--- src/rtl/mux_n_rr.sv ---
`default_nettype none
// ============================================================================
// Module : mux_n_rr
// Brief  : N-channel registered valid/ready multiplexer, fixed-select or
//          round-robin arbitration, one-entry output register.
// Rev    : 1.0  initial release
// ============================================================================
module mux_n_rr #(
  parameter int N  = 4,
  parameter int W  = 8,
  parameter int SW = $clog2(N)
) (
  input  logic           clk,
  input  logic           rst,
  input  logic [N*W-1:0] in_data,
  input  logic [N-1:0]   in_valid,
  output logic [N-1:0]   in_ready,
  input  logic           mode,
  input  logic [SW-1:0]  sel,
  output logic [W-1:0]   out_data,
  output logic [SW-1:0]  out_chan,
  output logic           out_valid,
  input  logic           out_ready
);

  localparam logic [SW-1:0] c_LAST_RST = SW'(N - 1);

  logic [SW-1:0] last_q, last_d;
  logic [W-1:0]  data_q, data_d;
  logic [SW-1:0] chan_q, chan_d;
  logic          valid_q, valid_d;

  logic          w_load_en;
  logic          w_fx_hit;
  logic          w_rr_hi_hit, w_rr_lo_hit;
  logic [SW-1:0] w_rr_hi_idx, w_rr_lo_idx;
  logic          w_gnt_any;
  logic [SW-1:0] w_gnt_idx;
  logic [W-1:0]  w_gnt_word;
  logic          w_xfer;

  assign w_load_en = !valid_q || out_ready;

  // Round-robin splits into channels above last (searched first) and the
  // wrapped remainder; the lowest requesting index of each half wins.
  always_comb begin
    w_rr_hi_hit = 1'b0;
    w_rr_lo_hit = 1'b0;
    w_rr_hi_idx = '0;
    w_rr_lo_idx = '0;
    w_fx_hit    = 1'b0;
    for (int i = 0; i < N; i++) begin
      if (in_valid[i]) begin
        if (i > int'(last_q)) begin
          if (!w_rr_hi_hit) begin
            w_rr_hi_hit = 1'b1;
            w_rr_hi_idx = SW'(i);
          end
        end else if (!w_rr_lo_hit) begin
          w_rr_lo_hit = 1'b1;
          w_rr_lo_idx = SW'(i);
        end
        if (sel == SW'(i)) begin
          w_fx_hit = 1'b1;
        end
      end
    end
  end

  always_comb begin
    if (mode) begin
      w_gnt_any = w_rr_hi_hit || w_rr_lo_hit;
      w_gnt_idx = w_rr_hi_hit ? w_rr_hi_idx : w_rr_lo_idx;
    end else begin
      w_gnt_any = w_fx_hit;
      w_gnt_idx = sel;
    end
  end

  always_comb begin
    w_gnt_word = '0;
    for (int i = 0; i < N; i++) begin
      if (w_gnt_idx == SW'(i)) begin
        w_gnt_word = in_data[i*W +: W];
      end
    end
  end

  assign w_xfer   = w_load_en && w_gnt_any;
  assign in_ready = w_xfer ? (N'(1) << w_gnt_idx) : '0;

  always_comb begin
    last_d  = last_q;
    data_d  = data_q;
    chan_d  = chan_q;
    valid_d = valid_q;
    if (w_xfer) begin
      data_d  = w_gnt_word;
      chan_d  = w_gnt_idx;
      valid_d = 1'b1;
      if (mode) begin
        last_d = w_gnt_idx;
      end
    end else if (out_ready) begin
      valid_d = 1'b0;
    end
  end

  always_ff @(posedge clk or posedge rst) begin
    if (rst) begin
      last_q  <= c_LAST_RST;
      data_q  <= '0;
      chan_q  <= '0;
      valid_q <= 1'b0;
    end else begin
      last_q  <= last_d;
      data_q  <= data_d;
      chan_q  <= chan_d;
      valid_q <= valid_d;
    end
  end

  assign out_data  = data_q;
  assign out_chan  = chan_q;
  assign out_valid = valid_q;

endmodule
`default_nettype wire
--- config.mk ---
export PLATFORM = sky130hd
export DESIGN_NAME = mux_n_rr
export DESIGN_NICKNAME = d
export VERILOG_FILES = /design/src/rtl/mux_n_rr.sv
export SDC_FILE = /design/constraint.sdc
export NUM_CORES = 1
export LEC_CHECK = 0
export CORE_MARGIN = 1
export CORE_UTILIZATION = 46
export CTS_CLUSTER_SIZE = 16
export DETAILED_ROUTE_END_ITERATION = 8
export DONT_BUFFER_PORTS = 1
export PLACE_DENSITY = 0.7
export SYNTH_ARGS = -nofsm -noshare
export SYNTH_HDL_FRONTEND = slang
export SYNTH_SLANG_ARGS = --single-unit
--- constraint.sdc ---
create_clock -name clk -period 1.8 [get_ports clk]
set_input_delay 0.36 -clock clk [delete_from_list [all_inputs] [get_ports clk]]
set_output_delay 0.36 -clock clk [all_outputs]
set_load 0.03 [all_outputs]
# Yosys cells after proc, flatten, opt, wreduce, memory -nomap -nowiden
# Cells that the tools add are included.
[totals] regBits=13 input_bits=42 output_inout_bits=15
[classes] magnitude_cmp=3 n_eq_ne=6 shifts=1 mux=48 reduce_logical=8
[ops] operator="8-bit two-way mux" count=4
[ops] operator="1-bit two-way mux" count=29
[ops] operator="2-bit two-way mux" count=14
[ops] operator="2-bit == test, second input constant" count=4
[ops] operator="2-bit by 1-bit == test with 1-bit output, second input constant" count=2
[ops] operator="2-bit greater-than comparator, first input constant" count=2
[ops] operator="2-bit zero test" count=2
[ops] operator="4-bit two-way mux" count=1
[ops] operator="1-bit by 2-bit left shift with 4-bit output, first input constant" count=1
[ops] operator="1-bit by 2-bit greater-than comparator with 1-bit output, first input constant" count=1
[ops] operator="1-bit logical OR" count=2
[ops] operator="2-bit AND reduction" count=1
[ops] operator="2-bit nonzero test" count=1
[ops] operator="1-bit logical AND" count=1
[ops] operator="1-bit zero test" count=1

# Longest topological paths before layout
# Gate-level depths: netlist of the first run.
[logic_depth] word_depth=17 ltp_mapped=8

# Worst setup path after synthesis of the first run
# No wires, ideal clock.
[synth_path] kind="register to output" from="reg last_q[1]" to="out in_ready[2]" arrival_time_ns=1.937 t_required_ns=1.440 slack_ns=-0.497 stages_incl_launch_ff=7 path_cell_list="dfstp_2 -> clkbuf_1 -> o22a_1 -> a31oi_1 -> buf_6 -> buf_12 -> nor3_1"
[synth_via] elab_chain_len=13 elab_cells_between_ends=38
[synth_rtl] item="start, declared" line="28" text="logic [SW-1:0] last_q, last_d;"
[synth_rtl] item="start signal, assigned" line="111" text="last_q <= c_LAST_RST;"
[synth_rtl] item="start signal, assigned" line="116" text="last_q <= last_d;"
[synth_rtl] item="1-bit by 2-bit greater-than comparator with 1-bit output" line="54" text="if (i > int'(last_q)) begin"
[synth_rtl] item="1-bit two-way mux" line="54"
[synth_rtl] item="1-bit two-way mux" line="53" text="if (in_valid[i]) begin"
[synth_rtl] item="2-bit two-way mux, on equally long branches" line="59, 55"
[synth_rtl] item="2-bit two-way mux" line="54"
[synth_rtl] item="2-bit two-way mux" line="53"
[synth_rtl] item="2-bit two-way mux, on equally long branches" line="59, 55"
[synth_rtl] item="2-bit two-way mux" line="54"
[synth_rtl] item="2-bit two-way mux" line="53"
[synth_rtl] item="2-bit two-way mux" line="73" text="w_gnt_idx = w_rr_hi_hit ? w_rr_hi_idx : w_rr_lo_idx;"
[synth_rtl] item="2-bit two-way mux" line="71" text="if (mode) begin"
[synth_rtl] item="1-bit by 2-bit left shift with 4-bit output" line="90" text="assign in_ready = w_xfer ? (N'(1) << w_gnt_idx) : '0;"
[synth_rtl] item="4-bit two-way mux *" line="90"
[synth_rtl] item="end, declared" line="17" text="output logic [N-1:0] in_ready,"
# Mark *: on every way between the ends. The rest lies on a longest branch, timed or not.

# Final worst setup path of the first run
[layout_path] from="reg last_q[0]" to="out in_ready[1]"
# Same word-level chain as after synthesis.

==> metrics.txt, run 1 <==
cell count after synthesis 100; grt ovf 0; Critical Path End in_ready[1]; # port buffers 0; Core Util, Final 69.94%; Netlist cell types 33; n_diodes 0; final hold violations 8; gr usage total 24.05%; Max Cap Viol 0; critical path class reg -> out; Starting Density 50.12%; WL final 2629 µm; syn_area_per_cell 10.03 µm²; final setup vio count 12; CP Max Fanout 7; R2R depth 9; Async SR Flop Fraction 100.0%; DRT Pass-1 Iters 4; row count 16; layout cell share with drive strength beyond 1 44.17%; WP data arrival 1.84 ns; DP HPWL 1873 µm; Post-synth EDFFs 0; RSZ-0062 raised after global routing true; placed cell area 0.001192 mm²; Clock Tree Buf Depth 2; routed length per instance 17.88 µm; commonest cells after routing, fill and taps aside 14 x nand2_1, 14 x buf_4, 11 x mux2i_1, 11 x dfrtp_1, 7 x o221ai_2; Finished Cell Area 0.001400 mm²; die area 0.002372 mm²; # hold bufs at CTS 0; Seq cells post-synth 13; nets@finish 163; Lkg Pwr 0.0005910 µW; crit start category register; start point of the critical path last_q[0]; DRC viols 0; Tcrit/Tclk final 122.1%; Die Y 48.71 µm; Final GP Congestion 0.7555; Reg clk slew, reported paths 0.09 ns; core area 0.002002 mm²; Reg2Reg Capture Point out_data[7]; run status finished, violations left; Pwr Density 1312 mW/mm²; vias per cell 6.027; Top FF cell, synth dfrtp_1; Final Worst Setup Slack -0.3985 ns; Die W 48.71 µm; H-tree Lvls 1; largest net degree at the start of global routing 14; clock root cell clkbuf_4; DR vias 886; reg-to-reg slack, setup -0.30 ns; Mapped Nets 142; Area Growth Syn to Fin 39.53%; Ports 57; post-synthesis sequential area ratio 32.67%; VDD IR max 0.8461 mV; fmax 0.4549 GHz; clock sinks 13; Synthesis Warnings 0; failing checks negative hold slack, negative setup slack; Max-slew headroom 63.18%; Clk Latency, worst-skew pair 0.27 ns; Worst Tran Pin Value 0.5503 ns; HP Class in -> async; number of CTS-inserted buffers 3; max-slew violations 0; 1st-iter DRT viols 6; Critical Path Sink Type primary output; min cycle time layout 2.199 ns; TritonCTS clock tree yes; Hold Slack -0.001044 ns; synthesized area 0.001003 mm²; Worst Skew 0.001883 ns; global-route wire length before repair 4347 µm; Routed Antenna Nets 0; vias in the first global route 923; CP required 1.44 ns; reg2reg start last_q[0]; initial antenna violation count 0
synth_stat cells, types with 2 or more instances:
master    instances  area share [%]
o221ai_2          7              10
mux2_1            2             2.2
nand2_1          16             6.0
nand2b_1          4             2.5
dfstp_2           2             5.2
a21o_1            2             1.5
o21ai_0           3             1.5
nor2_1            7             2.6
nor2b_1           4             2.5
dfrtp_1          11              27
clkbuf_1          2            0.75
o21a_1            2             1.5
mux2i_1          17              17
nor3_1            2             1.0
report_power, final:
part	switching [µW]	internal, µW	leakage, µW	total [µW]
registers	274	418	0.000153	692
logic	426	530	0.000423	956
clock network	102	85.7	0.0000150	188
total	803	1030	0.000591	1840
per-stage QoR:
stage                     total power (µW)  setup slack [ns]  hold WS, ns  TNS (ns)  std cells
after detailed placement              1426           -0.1927       0.3228    -1.988        136
final                                 1837           -0.3985    -0.001044    -3.462        147
after global routing                  1938           -0.4641      0.04127    -4.285        147
after floorplan                       1227           -0.2029       0.2355   -0.8694        100
after global placement                1398           -0.1824       0.3148    -1.860        136
after CTS                             1766           -0.3653      0.01868    -3.020        146
layout make-up:
type	instances	area [µm²]
Multi-Input combinational cell	80	762.0
Fill cell	142	601.8
Sequential cell	13	327.8
Timing Repair Buffer	22	246.5
Tap cell	27	33.78
Clock buffer	4	26.28
Inverter	1	3.754
cell families (layout without fill, tap and decap cells):
family | after synthesis | after routing | synth area share, %
simple gates | 39 | 39 | 18.83
mux | 21 | 21 | 22.94
flops | 13 | 13 | 32.67
buf+inv | 7 | 27 | 5.486
compound gates | 20 | 20 | 20.07
state kept, by name (all words and copies together), names as in the netlist:
register   cells
out_valid      1
out_chan       2
out_data       8
last_q         2
metal layers:
layer / vias to the layer above / GRT usage, % / wire (µm) / share of wire (%)
met5: - / 0 / 0 / 0
met4: 0 / 4.412 / 0 / 0
met3: 0 / 4.717 / 113 / 4.3
met2: 27 / 43.98 / 1485 / 56
met1: 443 / 29.14 / 1030 / 39
li1: 416 / - / - / -
what timing repair did:
| action | in CTS | in global routing |
|---|---|---|
| endpoints found under the setup margin | 12 | 13 |
| buffers inserted | 6 | 2 |
| resized for setup | 14 | 11 |
| gates cloned | 1 | 0 |
| pin swaps | 8 | 3 |
critical path, stage by stage, from the launching register on:
cell and delay (ns):
dfstp_2 0.41, mux2_4 0.26, a41o_1 0.26, a31oi_4 0.23, buf_12 0.15, nand2_8 0.06
nor2_4 0.21
worst min-delay path by stage:
stage	from	to	slack [ns]
finish	rst	out_data[5]	-0.001
floorplan	rst	out_chan[0]	0.24
global route	rst	out_data[6]	0.04
detailed placement	rst	out_data[4]	0.32
CTS	rst	out_data[6]	0.02
global placement	rst	out_data[4]	0.31
No activity file was read; power rests on OpenSTA's default activity.
==> run 2, diff against run 1 <==
--- a/config.mk
+++ b/config.mk
@@ -5,6 +5,7 @@
 export SDC_FILE = /design/constraint.sdc
 export NUM_CORES = 1
 export LEC_CHECK = 0
+export CORE_ASPECT_RATIO = 1.5
 export CORE_MARGIN = 1
 export CORE_UTILIZATION = 46
 export CTS_CLUSTER_SIZE = 16
==> run 2 against run 1 <==
Against the previous run:
- the flow finishes with violations (negative setup slack)
- final area is 4.5% higher
- die area increased by 0.17%
- clock power grew 3%
- sequential share of layout area fell by 1.0 points
- sequential cell count stayed put
- worst setup slack better by 0.042 ns
- sequential power about the same
- critical path type unchanged
==> metrics.txt, run 2 (synthesis gave the netlist of run 1 again) <==
die area 0.002376 mm² (was 0.002372 mm²); Worst Hold Launch in_data[7]; vias in the first global route 895 (was 923); Max-slew headroom 64.19% (was 63.18%); Die W 40.14 µm (was 48.71 µm); 1st-iter DRT viols 16 (was 6); commonest cells after routing, fill and taps aside 14 x nand2_1, 11 x dfrtp_1, 11 x buf_4 (was 14 x nand2_1, 14 x buf_4, 11 x mux2i_1, 11 x dfrtp_1, 7 x o221ai_2); grt met1 use 23.76% (was 29.14%); initial antenna violation count 0 (unchanged); largest net degree at the start of global routing 14 (unchanged); HP Class in -> reg (was in -> async); crit start category register (unchanged); failing checks negative setup slack (was negative hold slack, negative setup slack); critical path class reg -> out (unchanged); fmax 0.4637 GHz (was 0.4549 GHz); CP Max Fanout 7 (unchanged); clock sinks 13 (unchanged); row count 20 (was 16); Critical Path Sink Type primary output (unchanged); DRC viols 0 (unchanged); Starting Density 48.90% (was 50.12%); Placed Cells 132 (was 136); DR vias 872 (was 886); gr usage total 22.71% (was 24.05%); Die Y 59.21 µm (was 48.71 µm); Pwr Density 1308 mW/mm² (was 1312 mW/mm²); WP data arrival 1.80 ns (was 1.84 ns); Finished Layout Cells 142 (was 147); max reg flops 8 (unchanged); Final GP Congestion 0.7444 (was 0.7555); WL final 2785 µm (was 2629 µm); Reg clk slew, reported paths 0.09 ns (about the same); max-slew violations 0 (unchanged); layout cell share with drive strength beyond 1 46.67% (was 44.17%); Ports 57 (unchanged); nets@finish 163 (unchanged); CP required 1.44 ns (about the same); final hold violations 0 (was 8); reg2reg start last_q[0] (unchanged); run status finished, violations left (unchanged); Clock Tree Buf Depth 2 (unchanged); Lkg Pwr 0.0006021 µW (was 0.0005910 µW); Routed Antenna Nets 0 (unchanged); # port buffers 0 (unchanged); GRT met3 Usage 2.632% (was 4.717%); final setup vio count 12 (unchanged); Clk Latency, worst-skew pair 0.29 ns (was 0.27 ns); Worst Tran Pin Value 0.5352 ns (was 0.5503 ns); DRT Pass-1 Iters 2 (was 4); clock root cell clkbuf_4 (unchanged); number of CTS-inserted buffers 3 (unchanged); VDD IR max 1.008 mV (was 0.8461 mV); start point of the critical path last_q[0] (unchanged); most common cell after layout, fill and taps aside nand2_1; Hold Slack 0.2774 ns (was -0.001044 ns); Worst Skew 0.007430 ns (was 0.001883 ns); GR peak layer met2 (unchanged); global-route wire length before repair 3698 µm (was 4347 µm); Max Cap Viol 0 (unchanged); grt ovf 0 (unchanged); Area Growth Syn to Fin 45.76% (was 39.53%); n_diodes 0 (unchanged); Final Worst Setup Slack -0.3568 ns (was -0.3985 ns); routed length per instance 19.61 µm (was 17.88 µm); min cycle time layout 2.157 ns (was 2.199 ns); Tcrit/Tclk final 119.8% (was 122.1%); TritonCTS clock tree yes (unchanged); core area 0.002052 mm² (was 0.002002 mm²); RSZ-0062 raised after global routing true (unchanged); DP HPWL 1933 µm (was 1873 µm); vias per cell 6.141 (was 6.027); H-tree Lvls 1 (unchanged); grt met2 use 43.78% (was 43.98%)
## run 2: cell count changes in the layout (fill, tap and decap cells not counted), moves of 2 or more
| cell | change |
|---|---|
| buf_12 | +4 |
| mux2i_1 | -4 |
| buf_4 | -3 |
| mux2i_2 | +3 |
| buf_6 | -2 |
## run 2: path summary, 6_finish.rpt
kind / slack (ns) / end / cells past startpoint
worst max-delay path: -0.36 / in_ready[0] / 6
worst min-delay path: 0.28 / out_data[7] / 2
worst max register to register: -0.28 / out_data[4] / 9
worst min register to register: 0.70 / out_chan[0] / 2
max in group asynchronous: 0.90 / last_q[1] / 2
min in group asynchronous: 0.53 / out_valid / 2
## run 2: metrics by stage
| step | util (%) | cell area, µm² | setup WS, ns | power [µW] | TNS (ns) |
|---|---|---|---|---|---|
| after global placement | 61.22 | 1256 | -0.1880 | 1488 | -1.741 |
| after detailed placement | 61.22 | 1256 | -0.1991 | 1519 | -2.077 |
| after floorplan | - | 1057 | -0.2029 | 1227 | -0.8694 |
| after CTS | 69.82 | 1433 | -0.3857 | 1889 | -3.693 |
| final | 71.28 | 1463 | -0.3568 | 1913 | -2.990 |
| after global routing | 71.28 | 1463 | -0.4237 | 2001 | -3.830 |
## run 2: routing by layer
layer  vias up  part of all wire, %
met1       418                   35
met2        37                   57
li1        413                    -
met4         0                  1.5
met5         -                    0
met3         4                  5.8
## run 2: worst max-delay path: stages, from the launching register on
cell and delay (ns):
dfstp_2 0.41, mux2_4 0.26, a41o_1 0.23, a31oi_4 0.18
buf_12 0.15, nand2_8 0.06, nor2_4 0.21
## run 2: area by class of cell
| type | instances | area (µm²) |
|---|---|---|
| Inverter | 1 | 3.754 |
| Sequential cell | 13 | 327.8 |
| Tap cell | 22 | 27.53 |
| Timing Repair Buffer | 22 | 291.5 |
| Fill cell | 163 | 589.3 |
| Clock buffer | 4 | 26.28 |
| Multi-Input combinational cell | 80 | 785.8 |
## run 2: timing repair
action	4_1_cts	5_1_grt
endpoints found under the setup margin	12	12
gates cloned	1	0
hold buffers	1	0
hold endpoints to repair	11	0
buffers inserted	5	0
resized for setup	17	8
pin swaps	14	3
## run 2: where the power goes
part	total (µW)	leakage (µW)	switching [µW]	internal, µW
sequential	695	0.000153	278	418
clock	193	0.0000150	107	86.2
combinational	1020	0.000435	439	586
total	1910	0.000602	823	1090
==> run 3, diff against run 2 <==
--- a/config.mk
+++ b/config.mk
@@ -6,11 +6,13 @@
 export NUM_CORES = 1
 export LEC_CHECK = 0
 export CORE_ASPECT_RATIO = 1.5
-export CORE_MARGIN = 1
+export CORE_MARGIN = 4
 export CORE_UTILIZATION = 46
+export CTS_CLUSTER_DIAMETER = 60
 export CTS_CLUSTER_SIZE = 16
 export DETAILED_ROUTE_END_ITERATION = 8
 export DONT_BUFFER_PORTS = 1
+export HOLD_SLACK_MARGIN = 0.1
 export PLACE_DENSITY = 0.7
 export SYNTH_ARGS = -nofsm -noshare
 export SYNTH_HDL_FRONTEND = slang
==> run 3 against run 2 <==
Against the previous run:
- the flow still finishes with violations (negative setup slack)
- clock skew about the same
- utilization fell by 4.4 points
- fmax decreased by 0.48%
- power down 5.9%
- clock-buffer cell count is the same
- final area decreased by 6.2%
- sequential share of layout area increased by 1.5 points
- highest routed layer unchanged
- clock power shrank 5%
- sequential power hardly changed
- global-route usage decreased by 3.4 points
- critical endpoint unchanged
==> metrics.txt, run 3 (synthesis gave the netlist of run 1 again) <==
vias per cell 6.213 (was 6.141); Die W 46.14 µm (was 40.14 µm); Routed Antenna Nets 0 (unchanged); Clock Tree Buf Depth 2 (unchanged); DR vias 876 (was 872); max reg flops 8 (unchanged); 1st-iter DRT viols 13 (was 16); TNS Setup -3.095 ns (was -2.990 ns); clock power share 10.1% (about the same); hold endpoint out_valid (was out_data[7]); largest net degree at the start of global routing 14 (unchanged); global-route wire length before repair 4236 µm (was 3698 µm); most common cell after layout, fill and taps aside buf_4 (was nand2_1); H-tree Lvls 1 (unchanged); max-slew violations 0 (unchanged); RSZ-0062 raised after global routing true (unchanged); worst-path cell chain mux2_4, a41o_1, a31oi_4, buf_12, nand2_8, nor2_4 (unchanged); Final GP Congestion 0.7080 (was 0.7444); worst stage delay on the critical path 0.41 ns (about the same); Area Growth Syn to Fin 36.78% (was 45.76%); critical path's slowest cell dfstp_2 (unchanged); kind of cell adding the most delay to the critical path compound AO/OA/AOI/OAI gates (unchanged); fmax 0.4614 GHz (was 0.4637 GHz); DRC viols 0 (unchanged); cell count of the worst hold path 2 (unchanged); CP required 1.44 ns (about the same); min cycle time layout 2.167 ns (was 2.157 ns); Lkg Pwr 0.0005739 µW (was 0.0006021 µW); layout cell share with drive strength beyond 1 47.90% (was 46.67%); Die Y 65.21 µm (was 59.21 µm); Starting Density 48.90% (unchanged); final hold violations 0 (unchanged); commonest cells after routing, fill and taps aside 13 x buf_4, 12 x nand2_1, 11 x dfrtp_1 (was 14 x nand2_1, 11 x dfrtp_1, 11 x buf_4); core area 0.002052 mm² (unchanged); Net Sw Power 792.1 µW (was 823.4 µW); WL final 2726 µm (was 2785 µm); Worst Tran Pin Value 0.5264 ns (was 0.5352 ns); Critical Path Sink Type primary output (unchanged); Max Cap Viol 0 (unchanged); WP data arrival 1.81 ns (was 1.80 ns); critical path class reg -> out (unchanged); HP Class in -> reg (unchanged); crit start category register (unchanged); # port buffers 0 (unchanged); VDD IR max 0.7360 mV (was 1.008 mV); reg-to-reg slack, setup -0.26 ns (was -0.28 ns); Reg clk slew, reported paths 0.08 ns (was 0.09 ns); Worst Skew 0.007086 ns (was 0.007430 ns); TritonCTS clock tree yes (unchanged); failing checks negative setup slack (unchanged); clock sinks 13 (unchanged); Clk Latency, worst-skew pair 0.28 ns (was 0.29 ns); run status finished, violations left (unchanged); initial antenna violation count 0 (unchanged); DRT Pass-1 Iters 4 (was 2); CP Max Fanout 7 (unchanged); Max-slew headroom 64.78% (was 64.19%); DP HPWL 2009 µm (was 1933 µm); sw frac 44.01% (was 43.04%); Pwr Density 1311 mW/mm² (was 1308 mW/mm²); n_diodes 0 (unchanged); reg2reg start last_q[0] (unchanged); grt ovf 0 (unchanged); Tcrit/Tclk final 120.4% (was 119.8%); Tot Pwr 1800 µW (was 1913 µW); number of CTS-inserted buffers 3 (unchanged); gr usage total 19.31% (was 22.71%); nets@finish 162 (was 163); Reg2Reg Capture Point out_data[7] (was out_data[4]); clock root cell clkbuf_4 (unchanged); Combinational Power Share 51.3% (was 53.5%); Sequential Power Share 38.6% (was 36.4%); vias in the first global route 948 (was 895); start point of the critical path last_q[0] (unchanged); final setup vio count 12 (unchanged); Final Worst Setup Slack -0.3672 ns (was -0.3568 ns); die area 0.003008 mm² (was 0.002376 mm²); crit path buf inv count 1 (unchanged); Internal 1008 µW (was 1090 µW); Worst Hold Launch mode (was in_data[7]); routed length per instance 19.33 µm (was 19.61 µm); Ports 57 (unchanged); R2R depth 8 (was 9); row count 20 (unchanged)
-- run 3: cell count changes in the layout (fill, tap and decap cells not counted), moves of 2 or more --
cell	delta
nand2_1	-2
mux2i_2	+3
mux2i_4	-4
nand2_2	+2
buf_4	+2
buf_12	-3
-- run 3: layout make-up --
| cell class | instances | area (µm²) |
|---|---|---|
| inverters | 1 | 3.754 |
| multi-input cells | 80 | 757.0 |
| flip-flops and latches | 13 | 327.8 |
| clock buffers | 4 | 26.28 |
| fillers | 172 | 679.4 |
| well taps | 22 | 27.53 |
| repair buffers | 21 | 230.2 |
-- run 3: routing by layer --
metal  global-route usage, %  vias to the layer above  share of wire (%)  routed length, µm
li1                        -                      407                  -                  -
met2                   34.48                       40                 56               1535
met5                       0                        -                  0                  0
met1                   19.90                      422                 34                920
met3                   4.658                        7                7.5                205
met4                   8.897                        0                2.4                 65
-- run 3: worst max-delay path by stage --
| stage | endpoint | slack [ns] | cells after the start |
|---|---|---|---|
| 2_1_floorplan | in_ready[0] | -0.20 | 7 |
| 3_3_place_gp | in_ready[3] | -0.19 | 5 |
| 3_5_place_dp | in_ready[2] | -0.20 | 5 |
| 4_1_cts | in_ready[1] | -0.38 | 6 |
| 5_1_grt | in_ready[2] | -0.45 | 6 |
| 6_report | in_ready[0] | -0.37 | 6 |
-- run 3: stage by stage --
step / instances / worst slack, ns / instance area, µm² / hold WS, ns / util (%)
2_1_floorplan: 100 / -0.2029 / 1057 / 0.2355 / -
3_3_place_gp: 130 / -0.1874 / 1216 / 0.3033 / 59.27
3_5_place_dp: 130 / -0.2021 / 1216 / 0.3041 / 59.27
4_1_cts: 140 / -0.3807 / 1318 / 0.2678 / 64.21
5_1_grt: 141 / -0.4527 / 1373 / 0.2759 / 66.89
6_report: 141 / -0.3672 / 1373 / 0.2724 / 66.89
-- run 3: worst reg2reg max path, stage by stage (launching register included) --
cell	delay (ns)
dfstp_2	0.41
mux2_4	0.26
a41o_1	0.23
a31oi_4	0.18
buf_12	0.15
buf_4	0.18
buf_12	0.17
mux2i_2	0.25
o221ai_2	0.12
-- run 3: power by group through the flow --
| stage | Sequential [µW] | Clock, µW | Combinational (µW) |
|---|---|---|---|
| 6_report | 695 | 183 | 923 |
| 2_1_floorplan | 661 | 0 | 566 |
| 3_5_place_dp | 712 | 0 | 752 |
| 3_3_place_gp | 709 | 0 | 730 |
| 5_1_grt | 713 | 198 | 995 |
| 4_1_cts | 696 | 186 | 862 |
-- run 3: timing repair --
item	CTS	global route
buffers inserted	5	2
cloned	0	0
hold endpoints to repair	11	0
hold buffers	1	0
pin swaps	5	8
resized for setup	10	12
endpoints found under the setup margin	12	13
